$ cat src/rtl/pipeline_pkg.sv
// pipeline_pkg: shared decode definitions for the fetch/decode/execute path.
// Holds the registered control bundle type, ALU/operand/write-back select
// encodings, RV32I major opcodes and exception cause codes.
package pipeline_pkg;

    localparam logic [2:0] ALU_ADD_SUB = 3'b000;
    localparam logic [2:0] ALU_SLL     = 3'b001;
    localparam logic [2:0] ALU_SLT     = 3'b010;
    localparam logic [2:0] ALU_SLTU    = 3'b011;
    localparam logic [2:0] ALU_XOR     = 3'b100;
    localparam logic [2:0] ALU_SRL_SRA = 3'b101;
    localparam logic [2:0] ALU_OR      = 3'b110;
    localparam logic [2:0] ALU_AND_CLR = 3'b111;

    localparam logic [1:0] ALU_SEL_REG = 2'd0;
    localparam logic [1:0] ALU_SEL_IMM = 2'd1;
    localparam logic [1:0] ALU_SEL_PC  = 2'd2;
    localparam logic [1:0] ALU_SEL_CSR = 2'd3;

    localparam logic [1:0] WRITE_SEL_ALU     = 2'd0;
    localparam logic [1:0] WRITE_SEL_CSR     = 2'd1;
    localparam logic [1:0] WRITE_SEL_LOAD    = 2'd2;
    localparam logic [1:0] WRITE_SEL_NEXT_PC = 2'd3;

    localparam logic [6:0] OPC_LUI      = 7'b0110111;
    localparam logic [6:0] OPC_AUIPC    = 7'b0010111;
    localparam logic [6:0] OPC_JAL      = 7'b1101111;
    localparam logic [6:0] OPC_JALR     = 7'b1100111;
    localparam logic [6:0] OPC_BRANCH   = 7'b1100011;
    localparam logic [6:0] OPC_LOAD     = 7'b0000011;
    localparam logic [6:0] OPC_STORE    = 7'b0100011;
    localparam logic [6:0] OPC_OP_IMM   = 7'b0010011;
    localparam logic [6:0] OPC_OP       = 7'b0110011;
    localparam logic [6:0] OPC_MISC_MEM = 7'b0001111;
    localparam logic [6:0] OPC_SYSTEM   = 7'b1110011;

    localparam logic [3:0] ECAUSE_ILLEGAL = 4'd2;
    localparam logic [3:0] ECAUSE_BREAK   = 4'd3;
    localparam logic [3:0] ECAUSE_ECALL   = 4'd11;

    typedef struct packed {
        logic [2:0]  alu_function;
        logic        alu_function_modifier;  // SUB / SRA / CSR clear (a & ~b)
        logic [1:0]  alu_select_a;
        logic [1:0]  alu_select_b;
        logic [2:0]  cmp_function;
        logic        jump;
        logic        branch;
        logic        load;
        logic        store;
        logic [1:0]  load_store_size;
        logic        load_signed;
        logic [1:0]  write_select;
        logic [4:0]  rd_address;
        logic [11:0] csr_address;
        logic        csr_read;
        logic        csr_write;
        logic        csr_readable;
        logic        csr_writeable;
        logic        mret;
        logic        wfi;
        logic        mul_div;
        logic [3:0]  ecause;
        logic        exception;
    } decode_ctrl_t;

    // Bundle every decode starts from: an ALU pass of a zero immediate, no side effects.
    function automatic decode_ctrl_t default_ctrl();
        decode_ctrl_t c;
        c              = '0;
        c.alu_function = ALU_OR;
        c.alu_select_a = ALU_SEL_IMM;
        c.alu_select_b = ALU_SEL_IMM;
        c.write_select = WRITE_SEL_ALU;
        return c;
    endfunction

endpackage

$ cat src/rtl/instr_queue.sv
// instr_queue: single-clock FIFO with head peek.
// Ports: clk, reset_n (async, active-low), push/push_data, pop, flush
// (empties the queue, wins over push/pop), full, empty, head_data (entry at
// the read pointer, valid when !empty).
module instr_queue
#(
    parameter int DEPTH = 4,
    parameter int WIDTH = 96
)
(
    input  logic             clk,
    input  logic             reset_n,
    input  logic             push,
    input  logic [WIDTH-1:0] push_data,
    input  logic             pop,
    input  logic             flush,
    output logic             full,
    output logic             empty,
    output logic [WIDTH-1:0] head_data
);
    localparam int PW = $clog2(DEPTH);
    localparam int CW = $clog2(DEPTH + 1);

    logic [WIDTH-1:0] mem [DEPTH];
    logic [PW-1:0]    rd_ptr;
    logic [PW-1:0]    wr_ptr;
    logic [CW-1:0]    count;
    logic             push_ok;
    logic             pop_ok;

    assign full      = (count == CW'(DEPTH));
    assign empty     = (count == '0);
    assign head_data = mem[rd_ptr];
    assign push_ok   = push && !full;
    assign pop_ok    = pop && !empty;

    always_ff @(posedge clk or negedge reset_n) begin
        if (!reset_n) begin
            rd_ptr <= '0;
            wr_ptr <= '0;
            count  <= '0;
            for (int i = 0; i < DEPTH; i++) begin
                mem[i] <= '0;
            end
        end else if (flush) begin
            rd_ptr <= '0;
            wr_ptr <= '0;
            count  <= '0;
        end else begin
            if (push_ok) begin
                mem[wr_ptr] <= push_data;
                wr_ptr      <= wr_ptr + PW'(1);
            end
            if (pop_ok) begin
                rd_ptr <= rd_ptr + PW'(1);
            end
            case ({push_ok, pop_ok})
                2'b10:   count <= count + CW'(1);
                2'b01:   count <= count - CW'(1);
                default: count <= count;
            endcase
        end
    end

endmodule

$ cat src/rtl/decode_queue.sv
// decode_queue: queued RV32I/Zicsr/M decode stage between fetch and execute.
// Ports: clk, reset_n (async, active-low); fetch side in_valid/in_ready with
// pc_in, next_pc_in, instruction_in; invalidate (flush), stall (hold head);
// register/CSR read addresses and data for the queue head; uses_rs1/rs2 to
// hazard; execute side out_valid/out_ready with registered pc, operands,
// immediate and the decode_ctrl_t bundle.
module decode_queue
    import pipeline_pkg::*;
#(
    parameter int DEPTH    = 4,
    parameter bit ENABLE_M = 1'b1
)
(
    input  logic         clk,
    input  logic         reset_n,
    input  logic         in_valid,
    output logic         in_ready,
    input  logic [31:0]  pc_in,
    input  logic [31:0]  next_pc_in,
    input  logic [31:0]  instruction_in,
    input  logic         invalidate,
    input  logic         stall,
    output logic         uses_rs1,
    output logic         uses_rs2,
    output logic [4:0]   rs1_address,
    output logic [4:0]   rs2_address,
    input  logic [31:0]  rs1_data,
    input  logic [31:0]  rs2_data,
    output logic [11:0]  csr_address,
    input  logic [31:0]  csr_data,
    input  logic         csr_readable,
    input  logic         csr_writeable,
    output logic         out_valid,
    input  logic         out_ready,
    output logic [31:0]  pc_out,
    output logic [31:0]  next_pc_out,
    output logic [31:0]  rs1_data_out,
    output logic [31:0]  rs2_data_out,
    output logic [31:0]  csr_data_out,
    output logic [31:0]  imm_data_out,
    output decode_ctrl_t ctrl_out
);
    logic        q_full, q_empty, q_push, q_pop, issue;
    logic [95:0] head;
    logic [31:0] head_pc, head_next_pc, instr;
    logic [6:0]  opcode, funct7;
    logic [4:0]  rd, rs1;
    logic [2:0]  funct3;
    logic [31:0] imm_i, imm_s, imm_b, imm_u, imm_j, imm_z;
    logic [1:0]  csr_src;
    logic        illegal;
    decode_ctrl_t dec;
    logic [31:0] dec_imm;

    assign in_ready = !q_full;
    assign issue    = !q_empty && !stall && (!out_valid || out_ready);
    // invalidate drops a same-cycle enqueue and cancels a same-cycle issue
    assign q_push   = in_valid && !q_full && !invalidate;
    assign q_pop    = issue && !invalidate;

    instr_queue #(.DEPTH(DEPTH), .WIDTH(96)) u_queue (
        .clk       (clk),
        .reset_n   (reset_n),
        .push      (q_push),
        .push_data ({pc_in, next_pc_in, instruction_in}),
        .pop       (q_pop),
        .flush     (invalidate),
        .full      (q_full),
        .empty     (q_empty),
        .head_data (head)
    );

    assign {head_pc, head_next_pc, instr} = head;

    assign opcode = instr[6:0];
    assign rd     = instr[11:7];
    assign funct3 = instr[14:12];
    assign rs1    = instr[19:15];
    assign funct7 = instr[31:25];

    assign rs1_address = instr[19:15];
    assign rs2_address = instr[24:20];
    assign csr_address = instr[31:20];

    assign imm_i = {{20{instr[31]}}, instr[31:20]};
    assign imm_s = {{20{instr[31]}}, instr[31:25], instr[11:7]};
    assign imm_b = {{19{instr[31]}}, instr[31], instr[7], instr[30:25], instr[11:8], 1'b0};
    assign imm_u = {instr[31:12], 12'b0};
    assign imm_j = {{11{instr[31]}}, instr[31], instr[19:12], instr[20], instr[30:21], 1'b0};
    assign imm_z = {27'b0, instr[19:15]};

    // CSR source operand: rs1 register, or the zero-extended rs1 field for the I forms
    assign csr_src = funct3[2] ? ALU_SEL_IMM : ALU_SEL_REG;

    always_comb begin
        uses_rs1 = 1'b0;
        uses_rs2 = 1'b0;
        if (!q_empty) begin
            case (opcode)
                OPC_JALR, OPC_LOAD, OPC_OP_IMM: uses_rs1 = 1'b1;
                OPC_BRANCH, OPC_STORE, OPC_OP: begin
                    uses_rs1 = 1'b1;
                    uses_rs2 = 1'b1;
                end
                OPC_SYSTEM: uses_rs1 = !funct3[2] && (funct3[1:0] != 2'b00);
                default: ;
            endcase
        end
    end

    always_comb begin
        dec     = default_ctrl();
        dec_imm = '0;
        illegal = 1'b0;
        case (opcode)
            OPC_LUI: begin
                dec.rd_address = rd;
                dec_imm        = imm_u;
            end
            OPC_AUIPC: begin
                dec.alu_function = ALU_ADD_SUB;
                dec.alu_select_a = ALU_SEL_PC;
                dec.rd_address   = rd;
                dec_imm          = imm_u;
            end
            OPC_JAL: begin
                dec.jump         = 1'b1;
                dec.alu_function = ALU_ADD_SUB;
                dec.alu_select_a = ALU_SEL_PC;
                dec.write_select = WRITE_SEL_NEXT_PC;
                dec.rd_address   = rd;
                dec_imm          = imm_j;
            end
            OPC_JALR: begin
                illegal          = (funct3 != 3'b000);
                dec.jump         = 1'b1;
                dec.alu_function = ALU_ADD_SUB;
                dec.alu_select_a = ALU_SEL_REG;
                dec.write_select = WRITE_SEL_NEXT_PC;
                dec.rd_address   = rd;
                dec_imm          = imm_i;
            end
            OPC_BRANCH: begin
                illegal          = (funct3[2:1] == 2'b01);
                dec.branch       = 1'b1;
                dec.cmp_function = funct3;
                dec.alu_function = ALU_ADD_SUB;
                dec.alu_select_a = ALU_SEL_PC;
                dec_imm          = imm_b;
            end
            OPC_LOAD: begin
                illegal             = (funct3[1:0] == 2'b11) || (funct3 == 3'b110);
                dec.load            = 1'b1;
                dec.load_store_size = funct3[1:0];
                dec.load_signed     = !funct3[2];
                dec.alu_function    = ALU_ADD_SUB;
                dec.alu_select_a    = ALU_SEL_REG;
                dec.write_select    = WRITE_SEL_LOAD;
                dec.rd_address      = rd;
                dec_imm             = imm_i;
            end
            OPC_STORE: begin
                illegal             = funct3[2] || (funct3[1:0] == 2'b11);
                dec.store           = 1'b1;
                dec.load_store_size = funct3[1:0];
                dec.alu_function    = ALU_ADD_SUB;
                dec.alu_select_a    = ALU_SEL_REG;
                dec_imm             = imm_s;
            end
            OPC_OP_IMM: begin
                dec.alu_function = funct3;
                dec.alu_select_a = ALU_SEL_REG;
                dec.rd_address   = rd;
                dec_imm          = imm_i;
                if (funct3 == ALU_SLL) begin
                    illegal = (funct7 != 7'b0000000);
                end else if (funct3 == ALU_SRL_SRA) begin
                    if (funct7 == 7'b0100000) begin
                        dec.alu_function_modifier = 1'b1;
                    end else begin
                        illegal = (funct7 != 7'b0000000);
                    end
                end
            end
            OPC_OP: begin
                dec.alu_select_a = ALU_SEL_REG;
                dec.alu_select_b = ALU_SEL_REG;
                dec.rd_address   = rd;
                dec.alu_function = funct3;
                if (funct7 == 7'b0000000) begin
                    dec.alu_function_modifier = 1'b0;
                end else if (funct7 == 7'b0100000 &&
                             (funct3 == ALU_ADD_SUB || funct3 == ALU_SRL_SRA)) begin
                    dec.alu_function_modifier = 1'b1;
                end else if (ENABLE_M && funct7 == 7'b0000001) begin
                    dec.mul_div = 1'b1;
                end else begin
                    illegal = 1'b1;
                end
            end
            OPC_MISC_MEM: begin
                // FENCE / FENCE.I retire as no-ops in this in-order core
                illegal = (funct3[2:1] != 2'b00);
            end
            OPC_SYSTEM: begin
                if (funct3 == 3'b000) begin
                    if (rs1 != 5'd0 || rd != 5'd0) begin
                        illegal = 1'b1;
                    end else begin
                        case (instr[31:20])
                            12'h000: begin
                                dec.exception = 1'b1;
                                dec.ecause    = ECAUSE_ECALL;
                            end
                            12'h001: begin
                                dec.exception = 1'b1;
                                dec.ecause    = ECAUSE_BREAK;
                            end
                            12'h302: dec.mret = 1'b1;
                            12'h105: dec.wfi  = 1'b1;
                            default: illegal  = 1'b1;
                        endcase
                    end
                end else if (funct3 == 3'b100) begin
                    illegal = 1'b1;
                end else begin
                    dec.csr_address   = instr[31:20];
                    dec.csr_readable  = csr_readable;
                    dec.csr_writeable = csr_writeable;
                    dec.write_select  = WRITE_SEL_CSR;
                    dec.rd_address    = rd;
                    dec_imm           = imm_z;
                    if (funct3[1:0] == 2'b01) begin
                        // CSRRW: new value is the source itself (x | x)
                        dec.alu_function = ALU_OR;
                        dec.alu_select_a = csr_src;
                        dec.alu_select_b = csr_src;
                        dec.csr_read     = (rd != 5'd0);
                        dec.csr_write    = 1'b1;
                    end else begin
                        dec.alu_function          = funct3[0] ? ALU_AND_CLR : ALU_OR;
                        dec.alu_function_modifier = funct3[0];
                        dec.alu_select_a          = ALU_SEL_CSR;
                        dec.alu_select_b          = csr_src;
                        dec.csr_read              = 1'b1;
                        dec.csr_write             = (rs1 != 5'd0);
                    end
                end
            end
            default: illegal = 1'b1;
        endcase
        if (illegal) begin
            dec           = default_ctrl();
            dec_imm       = '0;
            dec.exception = 1'b1;
            dec.ecause    = ECAUSE_ILLEGAL;
        end
    end

    always_ff @(posedge clk or negedge reset_n) begin
        if (!reset_n) begin
            out_valid    <= 1'b0;
            pc_out       <= '0;
            next_pc_out  <= '0;
            rs1_data_out <= '0;
            rs2_data_out <= '0;
            csr_data_out <= '0;
            imm_data_out <= '0;
            ctrl_out     <= '0;
        end else if (invalidate) begin
            out_valid <= 1'b0;
        end else if (issue) begin
            out_valid    <= 1'b1;
            pc_out       <= head_pc;
            next_pc_out  <= head_next_pc;
            rs1_data_out <= rs1_data;
            rs2_data_out <= rs2_data;
            csr_data_out <= csr_data;
            imm_data_out <= dec_imm;
            ctrl_out     <= dec;
        end else if (out_ready) begin
            out_valid <= 1'b0;
        end
    end

endmodule

$ cat config.mk
export PLATFORM = sky130hd
export DESIGN_NAME = decode_queue
export DESIGN_NICKNAME = d
export VERILOG_FILES = /design/src/rtl/pipeline_pkg.sv /design/src/rtl/instr_queue.sv /design/src/rtl/decode_queue.sv
export SDC_FILE = /design/constraint.sdc
export NUM_CORES = 1
export LEC_CHECK = 0
export ABC_AREA = 1
export BUFFER_PORTS_ARGS = -buffer_cell sky130_fd_sc_hd__buf_2
export CAP_MARGIN = 20
export CORE_MARGIN = 4
export CORE_UTILIZATION = 55
export CTS_CLUSTER_DIAMETER = 40
export DETAILED_ROUTE_END_ITERATION = 8
export GPL_ROUTABILITY_DRIVEN = 0
export PLACE_DENSITY = 0.76
export SYNTH_ARGS = -nofsm -noshare
export SYNTH_HDL_FRONTEND = slang
export SYNTH_SLANG_ARGS = --single-unit
$ cat constraint.sdc
create_clock -name clk -period 4.7 [get_ports clk]
set_input_delay 0.47 -clock clk [delete_from_list [all_inputs] [get_ports clk]]
set_output_delay 0.47 -clock clk [all_outputs]
set_load 0.02 [all_outputs]
### Word-level counts from Yosys, hierarchy flattened

Cells that the tools add are included.

* $lt $le $gt $ge: 3
* reductions and logical operators: 50
* add/subtract/negate cells: 4
* eq/ne operators: 26
* bitwise gates (word level): 3
* muxes and demuxes: 76

Operators with widths (number)
* $bwmux W384: 1
* $mux W96: 3
* $bmux W96 S2: 1
* $demux W96 S2: 1
* $pmux W32 S6: 1
* $mux W49: 1
* $mux W22: 2
* $mux W1: 36
* $mux W32: 1
* $eq A7 B6 Y1 const B: 4
* $eq A7 B7 Y1 const B: 4
* $mux W5: 5
* $pmux W5 S2: 2
* $mux W18: 1
* $mux W2: 8
* $mux W8: 2
* $eq A7 B5 Y1 const B: 2
* $eq A12 B1 Y1 const B: 1
* $eq A12 B10 Y1 const B: 1
* $eq A12 B9 Y1 const B: 1
* $eq A3 B3 Y1 const B: 4
* $logic_not A12 Y1: 1
* $pmux W2 S3: 2
* $reduce_or A3 Y1: 4
* other kinds (36): 73

* register bits: 633
* output and inout port bits: 267
* logic and storage cells: 199

### Longest topological paths before layout

* depth after elaboration: 11
* gate-level depth with buffers: 19
* mapped depth without buffers: 17

### Cells and area by module

From an unflattened synthesis, not the netlist that was laid out.

* cells, all modules: 3212
* area, all modules: 28264.6 µm²

By module, submodules not included
* instr_queue: times used 1, area an instance 17919.7 µm², cells an instance 1940
* decode_queue: times used 1, area an instance 10344.9 µm², cells an instance 1272

### Worst setup path after synthesis

No wires, ideal clock.

* kind: register -> output
* from: register u_queue.rd_ptr[0]
* to: output uses_rs1
* data arrival time: 1677 ps
* cell stages (with the launch flop): 13
* setup slack: 2553 ps
* data required time: 4230 ps
* path through: dfrtp_1 > inv_2 > buf_6 > nand3_1 > nand3_1 > nand2_1 > nor2_4 > nand2_2 > inv_1 > nand2_2 > nor2_1 > o21bai_1 > inv_1

* longest elaborated chain between the ends: 8
* elaborated cells on any way between the ends: 17
* classes of those cells: 7 x eq/ne; 5 x mux; 1 x bitwise; 4 x reduce/logical

Ends and longest elaborated chain
* start: declaration: RTL line instr_queue.sv:25 `logic [PW-1:0] rd_ptr;`
* start signal: assignment: RTL line instr_queue.sv:55 `rd_ptr <= rd_ptr + PW'(1);`
* $not A2 Y3 (not written as such) *: RTL line instr_queue.sv:33 `assign head_data = mem[rd_ptr];`
* $bmux W96 S2 *: RTL line instr_queue.sv:33
* $mux W96 (not written as such) * (2 in a row): RTL line instr_queue.sv:33
* $eq A7 B6 Y1 (tied with other cells): RTL line decode_queue.sv:99 `case (opcode)`
* $reduce_or A6 Y1 (no line) or $logic_and A1 B1 Y1 (tied branches)
* $pmux W1 S2 *: RTL line decode_queue.sv:99
* $mux W1 *: RTL line decode_queue.sv:98 `if (!q_empty) begin`
* end: declaration: RTL line decode_queue.sv:23 `output logic uses_rs1,`

Mark *: on every way between the ends. The rest lies on a longest branch, timed or not. The select of a mux whose other input is x is not followed.

### Worst setup path in the final report

* from: register u_queue.rd_ptr[0]
* to: output uses_rs2

* longest elaborated chain between the ends: 8
* elaborated cells on any way between the ends: 10
* classes of those cells: 3 x eq/ne; 5 x mux; 1 x bitwise; 1 x reduce/logical

Ends and longest elaborated chain
* $not A2 Y3 (not written as such) *: RTL line instr_queue.sv:33
* $bmux W96 S2 *: RTL line instr_queue.sv:33
* $mux W96 (not written as such) * (2 in a row): RTL line instr_queue.sv:33
* $eq A7 B6 Y1 or $eq A7 B7 Y1 (tied branches): RTL line decode_queue.sv:99
* $reduce_or A3 Y1 *
* $mux W1 *: RTL line decode_queue.sv:99
* $mux W1 *: RTL line decode_queue.sv:98
* end: declaration: RTL line decode_queue.sv:24 `output logic uses_rs2,`

Marked as above.

==> metrics.txt <==
# TYPE chip_impl_metric gauge
chip_impl_metric{name="floorplan.io_pins",unit=""} 467
chip_impl_metric{name="synthesis.area_per_instance",unit="µm²"} 8.342
chip_impl_metric{name="syn_warnings",unit=""} 0
chip_impl_metric{name="power.clock.fraction",unit="%"} 28.6
chip_impl_metric{name="internal_power",unit="mW"} 13.78
chip_impl_info{name="critical-path-slowest-cell",value="sky130_fd_sc_hd__buf_4"} 1
chip_impl_info{name="synth_top_family_by_area",value="simple AND/OR/NAND/NOR gates"} 1
chip_impl_metric{name="post_synthesis_compound_gate_area_fraction",unit="%"} 13.41
chip_impl_metric{name="fin_nets",unit=""} 3844
chip_impl_metric{name="worst_ep_arrival_time",unit="ns"} 3.56
chip_impl_metric{name="initialDrtViolationCount",unit=""} 2242
chip_impl_metric{name="post-route-drc-count",unit=""} 0
chip_impl_info{name="category_of_the_most_critical_setup_path",value="reg2out"} 1
chip_impl_metric{name="worst_clock_skew",unit="ns"} 0.02560
chip_impl_metric{name="vdd_ir_drop_max",unit="mV"} 0.4244
chip_impl_metric{name="switching_share",unit="%"} 38.52
chip_impl_info{name="cts.root.buffer_cell",value="sky130_fd_sc_hd__clkbuf_16"} 1
chip_impl_metric{name="dieWidth",unit="µm"} 231.2
chip_impl_metric{name="worstPathBufferInverterCount",unit=""} 4
chip_impl_info{name="rsz0062_at_grt",value="no"} 1
chip_impl_info{name="crit_path_end_kind",value="primary output"} 1
chip_impl_info{name="critPathLaunchType",value="flip-flop"} 1
chip_impl_metric{name="grt_antenna_before_repair",unit=""} 9
chip_impl_metric{name="clk_pin_slew",unit="ns"} 0.06
chip_impl_metric{name="clock_buffer_depth",unit=""} 3
chip_impl_metric{name="postRouteAntennaNets",unit=""} 0
chip_impl_metric{name="globalRouteOverflowTotal",unit=""} 0
chip_impl_metric{name="power.sequential.fraction",unit="%"} 39.3
chip_impl_metric{name="rows",unit=""} 81
chip_impl_metric{name="muxShareOfSynthArea",unit="%"} 0
chip_impl_metric{name="fmax",unit="MHz"} 248.3
chip_impl_metric{name="netlist_instances",unit=""} 3285
chip_impl_metric{name="mappedNetlistArea",unit="µm²"} 27400
chip_impl_metric{name="chipHeight",unit="µm"} 231.2
chip_impl_metric{name="cellLeakagePower",unit="nW"} 17.34
chip_impl_info{name="run_status",value="finished clean"} 1
chip_impl_metric{name="max_cap_viol_count",unit=""} 0
chip_impl_metric{name="vias_per_cell",unit=""} 5.427
chip_impl_metric{name="detail_route.first_pass.iterations",unit=""} 6
chip_impl_metric{name="cts.htree.levels",unit=""} 3
chip_impl_metric{name="tritoncts.num_buffers",unit=""} 83
chip_impl_metric{name="grtUsageTotal",unit="%"} 27.99
chip_impl_metric{name="final_core_util",unit="%"} 66.71
chip_impl_metric{name="report.final.hold_viol_count",unit=""} 0
chip_impl_metric{name="pwr_density_cell",unit="nW/µm²"} 685.0
chip_impl_metric{name="layout-drive-gt1-share",unit="%"} 19.46
chip_impl_metric{name="wl_per_cell",unit="µm"} 17.46
chip_impl_info{name="critical_path.top_delay_family",value="buffers and inverters"} 1
chip_impl_info{name="tritoncts",value="yes"} 1
chip_impl_info{name="path_cells",value="buf_4 > nand3_1 > nand3_1 > nand2_1 > inv_1 > nand2_1 > nor2_1 > inv_1 > a21oi_1 > buf_2"} 1
chip_impl_metric{name="worstPathRequired",unit="ns"} 4.23
chip_impl_metric{name="timing.slew.headroom",unit="%"} 28.58
chip_impl_metric{name="placeableCoreArea",unit="µm²"} 49050
chip_impl_info{name="worst_hold_path_type",value="in2reg"} 1
chip_impl_metric{name="synth-seq-cells",unit=""} 630
chip_impl_metric{name="synth_xor_area_share",unit="%"} 0.06392
chip_impl_metric{name="start_util",unit="%"} 55.87
chip_impl_metric{name="cpPeakStageDelay",unit="ns"} 0.72
chip_impl_metric{name="cts.sinks",unit=""} 630
chip_impl_metric{name="final_hpwl_dp",unit="µm"} 47620
chip_impl_metric{name="grt_max_degree",unit=""} 118
chip_impl_metric{name="finalSetupViolCount",unit=""} 0
chip_impl_metric{name="via_count_of_the_first_global_routing_pass",unit=""} 22740
chip_impl_metric{name="setup_tns",unit="ns"} 0
chip_impl_metric{name="comb_power_share",unit="%"} 32.1
chip_impl_metric{name="worstPathMaxFanout",unit=""} 82
chip_impl_metric{name="post-route-min-period",unit="ns"} 4.028
chip_impl_metric{name="period_share",unit="%"} 85.70
chip_impl_metric{name="synth-adder-area-share",unit="%"} 0.2557
chip_impl_metric{name="die-area",unit="µm²"} 53460
chip_impl_metric{name="areaGrowthSynthToFinish",unit="%"} 19.41
chip_impl_metric{name="final.fill_count",unit=""} 4092
chip_impl_metric{name="place.port_buffers",unit=""} 464
chip_impl_metric{name="seq_area_frac_synth",unit="%"} 57.53
chip_impl_metric{name="wirelength",unit="µm"} 76390
chip_impl_metric{name="clk_latency",unit="ns"} 0.62
chip_impl_metric{name="power.switching",unit="mW"} 8.635
chip_impl_metric{name="tightestPinTransition",unit="ns"} 1.071
chip_impl_metric{name="synth-simple-area-share",unit="%"} 22.58
chip_impl_metric{name="grt_pass1_wl",unit="µm"} 121600
chip_impl_metric{name="dr_total_vias",unit=""} 23740
chip_impl_metric{name="synth_cell_types",unit=""} 39
chip_impl_metric{name="finalMaxSlewViolations",unit=""} 0
-- path summary, 6_finish.rpt --
check,startpoint,endpoint,slack [ns],cells past startpoint
worst max register to register,u_queue.rd_ptr[1],ctrl_out[33],1.09,13
worst max-delay path,u_queue.rd_ptr[0],uses_rs2,0.67,10
worst min register to register,rs1_data_out[12],rs1_data_out[12],0.46,2
min in group asynchronous,reset_n,imm_data_out[23],0.51,2
worst min-delay path,rs2_data[13],rs2_data_out[13],0.05,3
max in group asynchronous,reset_n,rs1_data_out[12],2.89,3
-- cell usage after synthesis --
library cell,number,area [µm²]
sky130_fd_sc_hd__o31ai_1,1,7.510
sky130_fd_sc_hd__nand4_1,2,12.51
sky130_fd_sc_hd__a31oi_1,1,6.260
sky130_fd_sc_hd__conb_1,1,3.750
sky130_fd_sc_hd__nor2_4,4,45.04
sky130_fd_sc_hd__nor2_2,5,31.28
sky130_fd_sc_hd__ha_1,4,50.05
sky130_fd_sc_hd__inv_2,12,45.04
sky130_fd_sc_hd__and2_1,1,6.260
sky130_fd_sc_hd__o211ai_1,5,37.54
sky130_fd_sc_hd__a21boi_2,2,22.52
sky130_fd_sc_hd__dfrtp_1,630,15770
sky130_fd_sc_hd__o221ai_1,1,8.760
sky130_fd_sc_hd__clkbuf_1,170,638.1
sky130_fd_sc_hd__a22o_1,2,17.52
sky130_fd_sc_hd__nor2_1,178,668.1
sky130_fd_sc_hd__a21boi_0,2,15.01
sky130_fd_sc_hd__o21bai_1,1,7.510
sky130_fd_sc_hd__a21oi_1,10,50.05
sky130_fd_sc_hd__nand2_2,15,93.84
sky130_fd_sc_hd__xor2_1,2,17.52
sky130_fd_sc_hd__nand3_1,117,585.6
sky130_fd_sc_hd__buf_6,13,146.4
sky130_fd_sc_hd__nand3_2,2,20.02
sky130_fd_sc_hd__nand2_1,1236,4639
sky130_fd_sc_hd__o21ai_1,12,60.06
sky130_fd_sc_hd__fa_1,1,20.02
sky130_fd_sc_hd__o22ai_1,66,412.9
sky130_fd_sc_hd__nor3_1,12,60.06
sky130_fd_sc_hd__inv_1,146,548.0
sky130_fd_sc_hd__o21ai_0,546,2733
sky130_fd_sc_hd__or2_2,4,25.02
sky130_fd_sc_hd__o2111ai_1,1,8.760
sky130_fd_sc_hd__o41ai_1,2,17.52
sky130_fd_sc_hd__o21ai_2,30,262.8
sky130_fd_sc_hd__buf_2,11,55.05
sky130_fd_sc_hd__buf_1,5,18.77
sky130_fd_sc_hd__buf_4,31,232.7
sky130_fd_sc_hd__a21oi_2,1,8.760
-- layer usage --
layer	share of wire (%)	GRT usage (%)	vias to the layer above	wire length [µm]
met2	47	44.39	918	35650
met5	0.051	0	-	39
met1	42	38.59	11370	32280
met3	7.5	5.445	191	5740
met4	3.5	10.88	6	2680
li1	-	-	11250	-
-- tightest hold or removal path, stage by stage --
cell                      delay [ns]
sky130_fd_sc_hd__buf_2          0.07
sky130_fd_sc_hd__nand2_1        0.04
sky130_fd_sc_hd__nand2_1        0.05
-- stage by stage --
| step | power, mW | setup WS [ns] | cell area [µm²] | std cells | hold slack, ns |
|---|---|---|---|---|---|
| 2_1_floorplan | 13.78 | 2.553 | 27410 | 3286 | 0.1744 |
| 3_3_place_gp | 15.75 | 1.225 | 29850 | 4217 | 0.4479 |
| 3_5_place_dp | 15.98 | 1.135 | 29850 | 4217 | 0.4527 |
| 4_1_cts | 22.50 | 0.6449 | 32710 | 4369 | 0.01872 |
| 5_1_grt | 23.86 | 0.4035 | 32720 | 4372 | 0.04193 |
| 6_report | 22.42 | 0.6719 | 32720 | 4375 | 0.05491 |
-- power by group through the flow --
stage          combinational [mW]  sequential (mW)  clock [mW]
5_1_grt                      8.05             9.05        6.76
2_1_floorplan                4.43             9.35           0
3_3_place_gp                 6.98             8.76           0
4_1_cts                      7.21             8.77        6.51
6_report                     7.20             8.80        6.41
3_5_place_dp                 7.17             8.81           0
-- what timing repair did --
item / CTS / global route
gates resized for setup: 0 / 0
setup buffers: 0 / 0
hold endpoints to repair: 100 / 0
hold buffers: 1 / 0
-- flip-flops by register name, summed over array words and instances (netlist names) --
register	count
u_queue.count	3
csr_data_out	32
rs2_data_out	32
ctrl_out	46
next_pc_out	32
out_valid	1
pc_out	32
u_queue.mem	384
u_queue.wr_ptr	2
imm_data_out	32
rs1_data_out	32
u_queue.rd_ptr	2
-- final cells by class --
cell class | instances | area, µm² | area share, %
flip-flops and latches | 630 | 15770 | 48.20
multi-input cells | 2268 | 9996 | 30.55
repair buffers | 498 | 2653 | 8.106
clock buffers | 99 | 2218 | 6.779
well taps | 664 | 830.8 | 2.539
clock inverters | 52 | 634.4 | 1.939
inverters | 158 | 604.3 | 1.847
diodes | 6 | 15.01 | 0.04588
-- layout by cell type (no fill, tap or decap), types with 12 or more instances in the layout --
master	netlist	layout
sky130_fd_sc_hd__inv_6	0	12
sky130_fd_sc_hd__clkbuf_16	0	84
sky130_fd_sc_hd__o22ai_1	66	66
sky130_fd_sc_hd__nand2_2	15	15
sky130_fd_sc_hd__buf_2	11	463
sky130_fd_sc_hd__nand3_1	117	117
sky130_fd_sc_hd__o21ai_0	546	546
sky130_fd_sc_hd__buf_4	31	28
sky130_fd_sc_hd__o21ai_2	30	30
sky130_fd_sc_hd__dfrtp_1	630	628
sky130_fd_sc_hd__nor3_1	12	12
sky130_fd_sc_hd__nand2_1	1236	1232
sky130_fd_sc_hd__nor2_1	178	177
sky130_fd_sc_hd__inv_1	146	146
sky130_fd_sc_hd__o21ai_1	12	12
-- logic make-up (layout without fill, tap and decap cells) --
kind of cell / count (synthesis) / after routing
and+or+nand+nor: 1576 / 1576
AOI/OAI and AO/OA: 683 / 683
adders and majority gates: 5 / 5
buffers and inverters: 388 / 807
DFF: 630 / 630
other: 1 / 8
xor gates and xnor gates: 2 / 2
No activity file was read; power rests on OpenSTA's default activity.
